[config.mk]
export PLATFORM = sky130hd
export DESIGN_NAME = issue_pair
export DESIGN_NICKNAME = d
export VERILOG_FILES = /design/src/rtl/issue_pair.sv
export SDC_FILE = /design/constraint.sdc
export NUM_CORES = 1
export LEC_CHECK = 0
export ABC_AREA = 1
export CORE_MARGIN = 1.5
export CORE_UTILIZATION = 65
export CTS_BUF_LIST = sky130_fd_sc_hd__clkbuf_4
export CTS_CLUSTER_SIZE = 24
export DETAILED_ROUTE_END_ITERATION = 12
export DONT_BUFFER_PORTS = 1
export PLACE_DENSITY_LB_ADDON = 0.3
export SYNTH_ARGS = -nofsm -noshare
export SYNTH_HDL_FRONTEND = slang
export SYNTH_SLANG_ARGS = --single-unit
[constraint.sdc]
create_clock -name clock -period 1.6 [get_ports clock]
set_clock_uncertainty 0.15 [all_clocks]
set_input_delay 0.16 -clock clock [delete_from_list [all_inputs] [get_ports clock]]
set_output_delay 0.16 -clock clock [all_outputs]
set_load 0.05 [all_outputs]
[src/rtl/issue_pair.sv]
// Dual-issue pairing stage: issues slots A/B together, or splits a dependent pair over two cycles.
// Optional pending-write scoreboard compiled in with ISSUE_SCOREBOARD_EN.
module issue_pair (
  input  logic       clock,
  input  logic       reset,
  input  logic       in_valid,
  output logic       in_ready,
  input  logic [4:0] in_A_rs1,
  input  logic [4:0] in_A_rs2,
  input  logic [4:0] in_A_rd,
  input  logic [4:0] in_B_rs1,
  input  logic [4:0] in_B_rs2,
  input  logic [4:0] in_B_rd,
  input  logic       in_A_wr,
  input  logic       in_B_wr,
  input  logic       in_B_valid,
  input  logic       hold,
  input  logic [4:0] wb_A_rd,
  input  logic [4:0] wb_B_rd,
  input  logic       wb_A_wr,
  input  logic       wb_B_wr,
  output logic       out_A_valid,
  output logic       out_B_valid,
  output logic [4:0] out_A_rs1,
  output logic [4:0] out_A_rs2,
  output logic [4:0] out_A_rd,
  output logic [4:0] out_B_rs1,
  output logic [4:0] out_B_rs2,
  output logic [4:0] out_B_rd,
  output logic       out_A_wr,
  output logic       out_B_wr,
  output logic       dbg_state
);
  // Handshake: a pair is taken on a rising edge where in_valid & in_ready;
  // in_ready never depends on in_valid.
  localparam logic [0:0] ST_PAIR  = 1'b0;
  localparam logic [0:0] ST_SPLIT = 1'b1;

  logic [0:0] r_state;
  logic [4:0] r_b_rs1, r_b_rs2, r_b_rd;
  logic       r_b_wr;

  logic w_conflict, w_sb_stall, w_accept, w_fire_split, w_fire_b_pair;

  // B reads or overwrites the register A is writing; x0 never conflicts.
  assign w_conflict = in_B_valid & in_A_wr & (in_A_rd != 5'd0) &
                      ((in_A_rd == in_B_rs1) | (in_A_rd == in_B_rs2) |
                       (in_B_wr & (in_A_rd == in_B_rd)));

  assign in_ready      = ~reset & (r_state == ST_PAIR) & ~hold & ~w_sb_stall;
  assign w_accept      = in_valid & in_ready;
  assign w_fire_b_pair = w_accept & in_B_valid & ~w_conflict;
  assign w_fire_split  = ~reset & (r_state == ST_SPLIT) & ~hold & ~w_sb_stall;
  assign dbg_state     = r_state;

`ifdef ISSUE_SCOREBOARD_EN
  logic [31:0] r_pend;
  logic [31:0] w_set, w_clr;

  function automatic logic busy(input logic [31:0] p, input logic [4:0] rs1,
                                input logic [4:0] rs2, input logic [4:0] rd,
                                input logic wr);
    return p[rs1] | p[rs2] | (wr & p[rd]);
  endfunction

  // Stall looks only at registered pending bits, so a writeback frees its
  // register one cycle after it is reported.
  always_comb begin
    w_sb_stall = 1'b0;
    if (r_state == ST_PAIR)
      w_sb_stall = busy(r_pend, in_A_rs1, in_A_rs2, in_A_rd, in_A_wr) |
                   (in_B_valid & ~w_conflict &
                    busy(r_pend, in_B_rs1, in_B_rs2, in_B_rd, in_B_wr));
    else
      w_sb_stall = busy(r_pend, r_b_rs1, r_b_rs2, r_b_rd, r_b_wr);
  end

  always_comb begin
    w_set = '0;
    w_clr = '0;
    if (wb_A_wr) w_clr[wb_A_rd] = 1'b1;
    if (wb_B_wr) w_clr[wb_B_rd] = 1'b1;
    if (w_accept & in_A_wr)      w_set[in_A_rd] = 1'b1;
    if (w_fire_b_pair & in_B_wr) w_set[in_B_rd] = 1'b1;
    if (w_fire_split & r_b_wr)   w_set[r_b_rd]  = 1'b1;
    w_set[0] = 1'b0;
  end

  always_ff @(posedge clock) begin
    if (reset) r_pend <= '0;
    else       r_pend <= (r_pend & ~w_clr) | w_set;
  end
`else
  logic w_unused_wb;
  assign w_sb_stall  = 1'b0;
  assign w_unused_wb = ^{wb_A_rd, wb_B_rd, wb_A_wr, wb_B_wr};
`endif

  always_ff @(posedge clock) begin
    if (reset) begin
      r_state     <= ST_PAIR;
      r_b_rs1     <= '0;
      r_b_rs2     <= '0;
      r_b_rd      <= '0;
      r_b_wr      <= 1'b0;
      out_A_valid <= 1'b0;
      out_B_valid <= 1'b0;
      out_A_rs1   <= '0;
      out_A_rs2   <= '0;
      out_A_rd    <= '0;
      out_A_wr    <= 1'b0;
      out_B_rs1   <= '0;
      out_B_rs2   <= '0;
      out_B_rd    <= '0;
      out_B_wr    <= 1'b0;
    end else if (!hold) begin
      out_A_valid <= 1'b0;
      out_B_valid <= 1'b0;
      if (w_accept) begin
        out_A_valid <= 1'b1;
        out_A_rs1   <= in_A_rs1;
        out_A_rs2   <= in_A_rs2;
        out_A_rd    <= in_A_rd;
        out_A_wr    <= in_A_wr;
        if (w_conflict) begin
          r_b_rs1 <= in_B_rs1;
          r_b_rs2 <= in_B_rs2;
          r_b_rd  <= in_B_rd;
          r_b_wr  <= in_B_wr;
          r_state <= ST_SPLIT;
        end else if (in_B_valid) begin
          out_B_valid <= 1'b1;
          out_B_rs1   <= in_B_rs1;
          out_B_rs2   <= in_B_rs2;
          out_B_rd    <= in_B_rd;
          out_B_wr    <= in_B_wr;
        end
      end else if (w_fire_split) begin
        out_B_valid <= 1'b1;
        out_B_rs1   <= r_b_rs1;
        out_B_rs2   <= r_b_rs2;
        out_B_rd    <= r_b_rd;
        out_B_wr    <= r_b_wr;
        r_state     <= ST_PAIR;
      end
    end
  end
endmodule
**Word-level counts from Yosys, hierarchy flattened**

Cells that the tools add are included.
W data, S select, Z words.

- Register bits: 51
- Word-level logic and storage cells: 65

- Eq/ne operators: 6
- Multiplexer cells: 24
- Bitwise gates (word level): 14
- Reduce and logical (&&, ||, !) cells: 6

Operator list:

| operator | count |
|---|---|
| $mux W5 | 12 |
| $eq A5 B5 Y1 | 3 |
| $mux W1 | 12 |
| $and A1 B1 Y1 | 9 |
| $ne A2 B2 Y1 const B | 3 |
| $reduce_and A3 Y1 | 2 |
| $reduce_bool A5 Y1 | 1 |
| $reduce_and A4 Y1 | 1 |
| $not A1 Y1 | 3 |
| $or A1 B1 Y1 | 2 |
| $reduce_and A2 Y1 | 1 |
| $reduce_bool A2 Y1 | 1 |

**Longest topological paths before layout**

- Depth after elaboration: 6
- Gate-level depth with buffers: 13

**Worst setup path before layout**

Ideal clock, no wire load.

- Path type: register to register
- Start: register r_state (netlist: dbg_state)
- End: register out_B_rd[4]
- Library setup time: 115 ps
- Data arrival time: 1,927 ps
- Required time: 1,335 ps
- Path slack: -592 ps
- Stages on the path, launching flop included: 8
- Buffers on the path: 1
- Period minus slack after synthesis: 2,192 ps
- Cell sequence: dfxtp_1 -> nor3_4 -> nand2_2 -> inv_2 -> nand3_4 -> buf_6 -> a21oi_1 -> nor2_1

- Cells in the longest elaborated chain, start to end: 6
- Elaborated cells on any way between the ends: 11
- Classes of those cells: eq/ne: 2; mux: 1; bitwise: 6; reduce/logical: 2

Ends and longest elaborated chain:

| item | line | text |
|---|---|---|
| start, declared | 39 | `logic [0:0] r_state;` |
| start signal, assigned | 101 | `r_state <= ST_PAIR;` |
| start signal, assigned | 130 | `r_state <= ST_SPLIT;` |
| start signal, assigned | 144 | `r_state <= ST_PAIR;` |
| $not A1 Y1 (*) | 50 | `assign in_ready = ~reset & (r_state == ST_PAIR) & ~hold & ~w_sb_stall;` |
| $and A1 B1 Y1 (*) (2 in a row) | 50 |  |
| net in_ready | 7 | `output logic in_ready,` |
| $and A1 B1 Y1 (*) | 51 | `assign w_accept = in_valid & in_ready;` |
| $ne A2 B2 Y1 (no source line) or $reduce_bool A2 Y1 (tied branches) | n/a |  |
| $reduce_and A4 Y1 (no source line) | n/a |  |
| end signal, assigned | 135 | `out_B_rd <= in_B_rd;` |
| end signal, assigned | 142 | `out_B_rd <= r_b_rd;` |
| end, declared | 29 | `output logic [4:0] out_B_rd,` |

Mark *: on every way through the listed nets, which the timed path passes. The rest lies on a longest branch.
A chain may end at the register's enable or synchronous reset.

**Final worst setup path**

- Start: register r_state (netlist: dbg_state)
- End: register out_B_rd[4]

- Cells in the longest elaborated chain, start to end: 6
- Elaborated cells on any way between the ends: 11
- Classes of those cells: eq/ne: 2; mux: 1; bitwise: 6; reduce/logical: 2

Ends and longest elaborated chain:

| item | line |
|---|---|
| $not A1 Y1 | 50 |
| $and A1 B1 Y1 (2 in a row) | 50 |
| $and A1 B1 Y1 | 51 |
| $ne A2 B2 Y1 (no source line) or $reduce_bool A2 Y1 (tied branches) | n/a |
| $reduce_and A4 Y1 (no source line) | n/a |

Several ways; a longest one is shown, not always the timed one.

==> run summary <==
OUTCOME
---------------------------------------------------------------------------------
Run status                                                           finished, violations left
Violations in the final reports                                      negative hold slack

FLOORPLAN
---------------------------------------------------------------------------------
Core Rows                                                                      22
Initial Util                                                                0.672
Number of ports placed on the die boundary                                     85
Area inside the core boundary                                         0.00366 mm²
Full die area                                                         0.00416 mm²
Vertical extent of the die                                                64.5 µm
Die outline width                                                         64.5 µm

TIMING
---------------------------------------------------------------------------------
Highest Clock Rate                                                        626 MHz
Final slew viol count                                                           0
Min cycle time layout                                                     1.60 ns
Max transition margin                                                       0.549
Tightest Pin Transition                                                  0.673 ns
Final critical-path share of the clock period                               0.999
PnR worst setup slack                                                  0.00210 ns
Setup repair after global routing missed its margin                           yes
Final count of negative-setup-slack endpoints                                   0
Worst hold margin                                                       -0.325 ns
Hold violation total from the final report                                     15

YOSYS
---------------------------------------------------------------------------------
Largest area contributor in the netlist                                   dfxtp_1
Average instance area after synthesis                                    6.71 µm²
Number of distinct library cells after synthesis                               25
Number of standard cells after synthesis                                      367
Count of synthesis-stage warnings from yosys                                    0
Fraction of synthesized cell area taken by the top area cell type           0.415
Top area cells in the synthesized netlist                            dfxtp_1 41%, nand2_1 15%, nor2_1 8.4%
Synthesized flop and latch total                                               51
Proportion of synthesized chip area in sequential cells                     0.415
Synthesized cell area                                                 0.00246 mm²
Post-synthesis net count                                                      416

SETUP PATH
---------------------------------------------------------------------------------
CP Max Fanout                                                                  17
Critical path's slowest cell                                              dfxtp_4
Critical path, cell by cell                                          nor3_4 -> nand2_4 -> inv_4 -> nand3_4 -> a21oi_1 -> nor2_1
Worst reg2reg setup slack                                                0.002 ns
Critical register-to-register path endpoint                          out_B_rd[4]$_SDFFE_PP0P_
Data required, critical path                                              1.74 ns
Beginning of the critical path                                       dbg_state$_SDFFE_PP0P_
Critical Path Start Type                                                flip-flop
Type of the worst setup path                                              reg2reg
Endpoint class of the critical path                                     flip-flop
Delay of the slowest cell on the worst path                               0.38 ns
Number of cell instances on the worst register-to-register path                 6
Reg-to-Reg Start                                                     dbg_state$_SDFFE_PP0P_
Arr. time, crit path                                                      1.74 ns

CLOCK NETWORK
---------------------------------------------------------------------------------
Clock insertion delay at the later pin of the skew report                 0.38 ns
Cts bufs inserted                                                               5
Cell at the root of the clock tree                                       clkbuf_4
Buffer levels on the longest clock path                                         2
CTS tree                                                                      yes
Clock Sink Count                                                               51
Level count of the clock H-tree                                                 2
# hold bufs at CTS                                                             25
Clock slew seen by the registers of the worst setup and hold paths        0.15 ns

WORST HOLD PATH
---------------------------------------------------------------------------------
Type of the tightest min-delay check                                       in2reg
Hold depth                                                                      1
End of the worst hold path                                           out_A_rs2[1]$_SDFFE_PP0P_
Beginning of the worst hold path                                            reset

PLACE
---------------------------------------------------------------------------------
Gpl congestion                                                              0.878
Placed wire-length estimate after detailed placement                      4050 µm
Total of buffers placed on input and output ports                               0
Worst-case setup slack after placement                                 -0.0635 ns

CELLS AND AREA
---------------------------------------------------------------------------------
Footprint of the flip-flops and latches                               0.00102 mm²
Share of post-route cells with drive strength above 1                       0.165
Final core utilization                                                      0.854
Area taken by multi-input logic gates                                 0.00120 mm²
Number of fillers in the final layout                                         219
Layout Area Growth over Synthesis                                           27.0%
Total inserted antenna cells                                                    0
Final nets                                                                    473

GRT
---------------------------------------------------------------------------------
Number of antenna violations at the first check in global routing               0
Global-route total usage across every layer                                 0.368
First-pass GRT wire length                                               11900 µm
Overflow after GRT                                                              0
Pin count of the biggest net entering global routing                           35
Number of global-route vias before repair                                    2593

POWER AND IR DROP
---------------------------------------------------------------------------------
Total power                                                               2490 µW
Pwr per Cell Area                                                      798 mW/mm²
Maximum ir drop on the vdd rail                                          0.751 mV
Leakage power                                                          0.00157 µW

ROUTING
---------------------------------------------------------------------------------
Routed vias/inst                                                             5.79
Wire length per cell                                                      15.7 µm
ANT nets after route                                                            0
First-pass DRT Iterations                                                       6
DR iter-0 viols                                                               260
Post-route DRC                                                                  0
Vias after detailed routing                                                  2740
Wirelength, routed                                                        7430 µm

FLOW RUN
---------------------------------------------------------------------------------
Max capacitance violation total                                                 0

state kept, by name, summed over array words and instances (netlist names), 5 cells and up:
| signal | cells |
|---|---|
| out_A_rd | 5 |
| out_A_rs1 | 5 |
| out_A_rs2 | 5 |
| out_B_rd | 5 |
| out_B_rs1 | 5 |
| out_B_rs2 | 5 |
| r_b_rd | 5 |
| r_b_rs1 | 5 |
| r_b_rs2 | 5 |
logic make-up (layout without fill, tap and decap cells):
group / count (synthesis) / count (layout) / share of synthesized area
AO/OA/AOI/OAI: 67 / 67 / 0.137
XOR/XNOR: 3 / 3 / 0.0107
buffers and inverters: 56 / 113 / 0.107
flip-flops: 51 / 51 / 0.415
AND/OR/NAND/NOR: 190 / 191 / 0.330
how the worst max path moves through the flow:
stage / endpoint / slack [ns] / cells past startpoint
global placement: out_B_rd[3]$_SDFFE_PP0P_ / 0.0002 / 6
finish: out_B_rd[4]$_SDFFE_PP0P_ / 0.002 / 6
CTS: out_B_rs2[1]$_SDFFE_PP0P_ / 0.03 / 6
global route: out_B_rd[4]$_SDFFE_PP0P_ / -0.05 / 6
detailed placement: out_B_rd[4]$_SDFFE_PP0P_ / -0.06 / 6
floorplan: out_B_rd[4]$_SDFFE_PP0P_ / -0.33 / 7
cells in the mapped netlist:
| master | n |
|---|---|
| a21oi_1 | 35 |
| buf_2 | 5 |
| buf_6 | 6 |
| clkbuf_1 | 9 |
| clkinv_1 | 1 |
| dfxtp_1 | 51 |
| inv_1 | 29 |
| inv_2 | 5 |
| inv_4 | 1 |
| nand2_1 | 101 |
| nand2_2 | 1 |
| nand2_4 | 1 |
| nand3_1 | 23 |
| nand3_2 | 1 |
| nand3_4 | 1 |
| nor2_1 | 55 |
| nor2_2 | 4 |
| nor2_8 | 1 |
| nor3_1 | 1 |
| nor3_4 | 1 |
| o21a_1 | 1 |
| o21ai_0 | 28 |
| o21ai_1 | 3 |
| xnor2_1 | 2 |
| xor2_1 | 1 |
routing by layer:
metal,wire length [µm],up-vias,GRT usage
met5,0,-,0
met4,281,0,0.154
met3,834,46,0.106
met2,3610,210,0.625
met1,2710,1215,0.434
li1,-,1269,-
area by class of cell:
type                            count  share of cell area
Tap cell                           48              0.0192
Timing Repair Buffer               69               0.199
Multi-Input combinational cell    261               0.385
Sequential cell                    51               0.328
Clock buffer                        5              0.0120
Clock inverter                      3              0.0124
Inverter                           36              0.0448
layout by cell type (no fill, tap or decap), types with 2 or more instances in the layout:
master,n
o21ai_0,25
o21ai_1,6
inv_4,2
dlygate4sd3_1,25
nand2_4,2
clkbuf_4,5
dfxtp_1,50
nand3_1,22
buf_12,3
inv_1,29
nor2_1,55
xnor2_1,2
inv_2,4
nand2_1,101
nor2_2,4
a21oi_1,35
nand3_4,2
nand3_2,2
buf_4,40
clkinv_1,2
through the flow:
step	std cells	area [µm²]	TNS, ns
2_1_floorplan	367	2480	-12.72
3_3_place_gp	438	2770	0
3_5_place_dp	438	2770	-0.305
4_1_cts	472	3110	0
5_1_grt	473	3130	-0.201
6_report	473	3130	0
worst max-delay path: cells and delay by family (launching register included):
kind / cells / cell delay [ns]
AND/OR/NAND/NOR: 4 / 0.58
flip-flops: 1 / 0.38
buffers and inverters: 1 / 0.15
AO/OA/AOI/OAI: 1 / 0.25
power breakdown:
| group | internal [µW] | switching, µW | leakage (µW) |
|---|---|---|---|
| sequential | 1300 | 15.7 | 0.000414 |
| clock | 322 | 413 | 0.0000426 |
| combinational | 156 | 286 | 0.00111 |
| total | 1780 | 714 | 0.00157 |
repair_timing:
| item | in CTS | in global routing |
|---|---|---|
| endpoints found under the hold margin | 45 | 14 |
| pin swaps | 1 | 3 |
| cloned | 1 | 0 |
| setup buffers | 0 | 1 |
| endpoints found under the setup margin | 16 | 41 |
| resized for setup | 1 | 5 |
(Power assumes the default switching activity.)
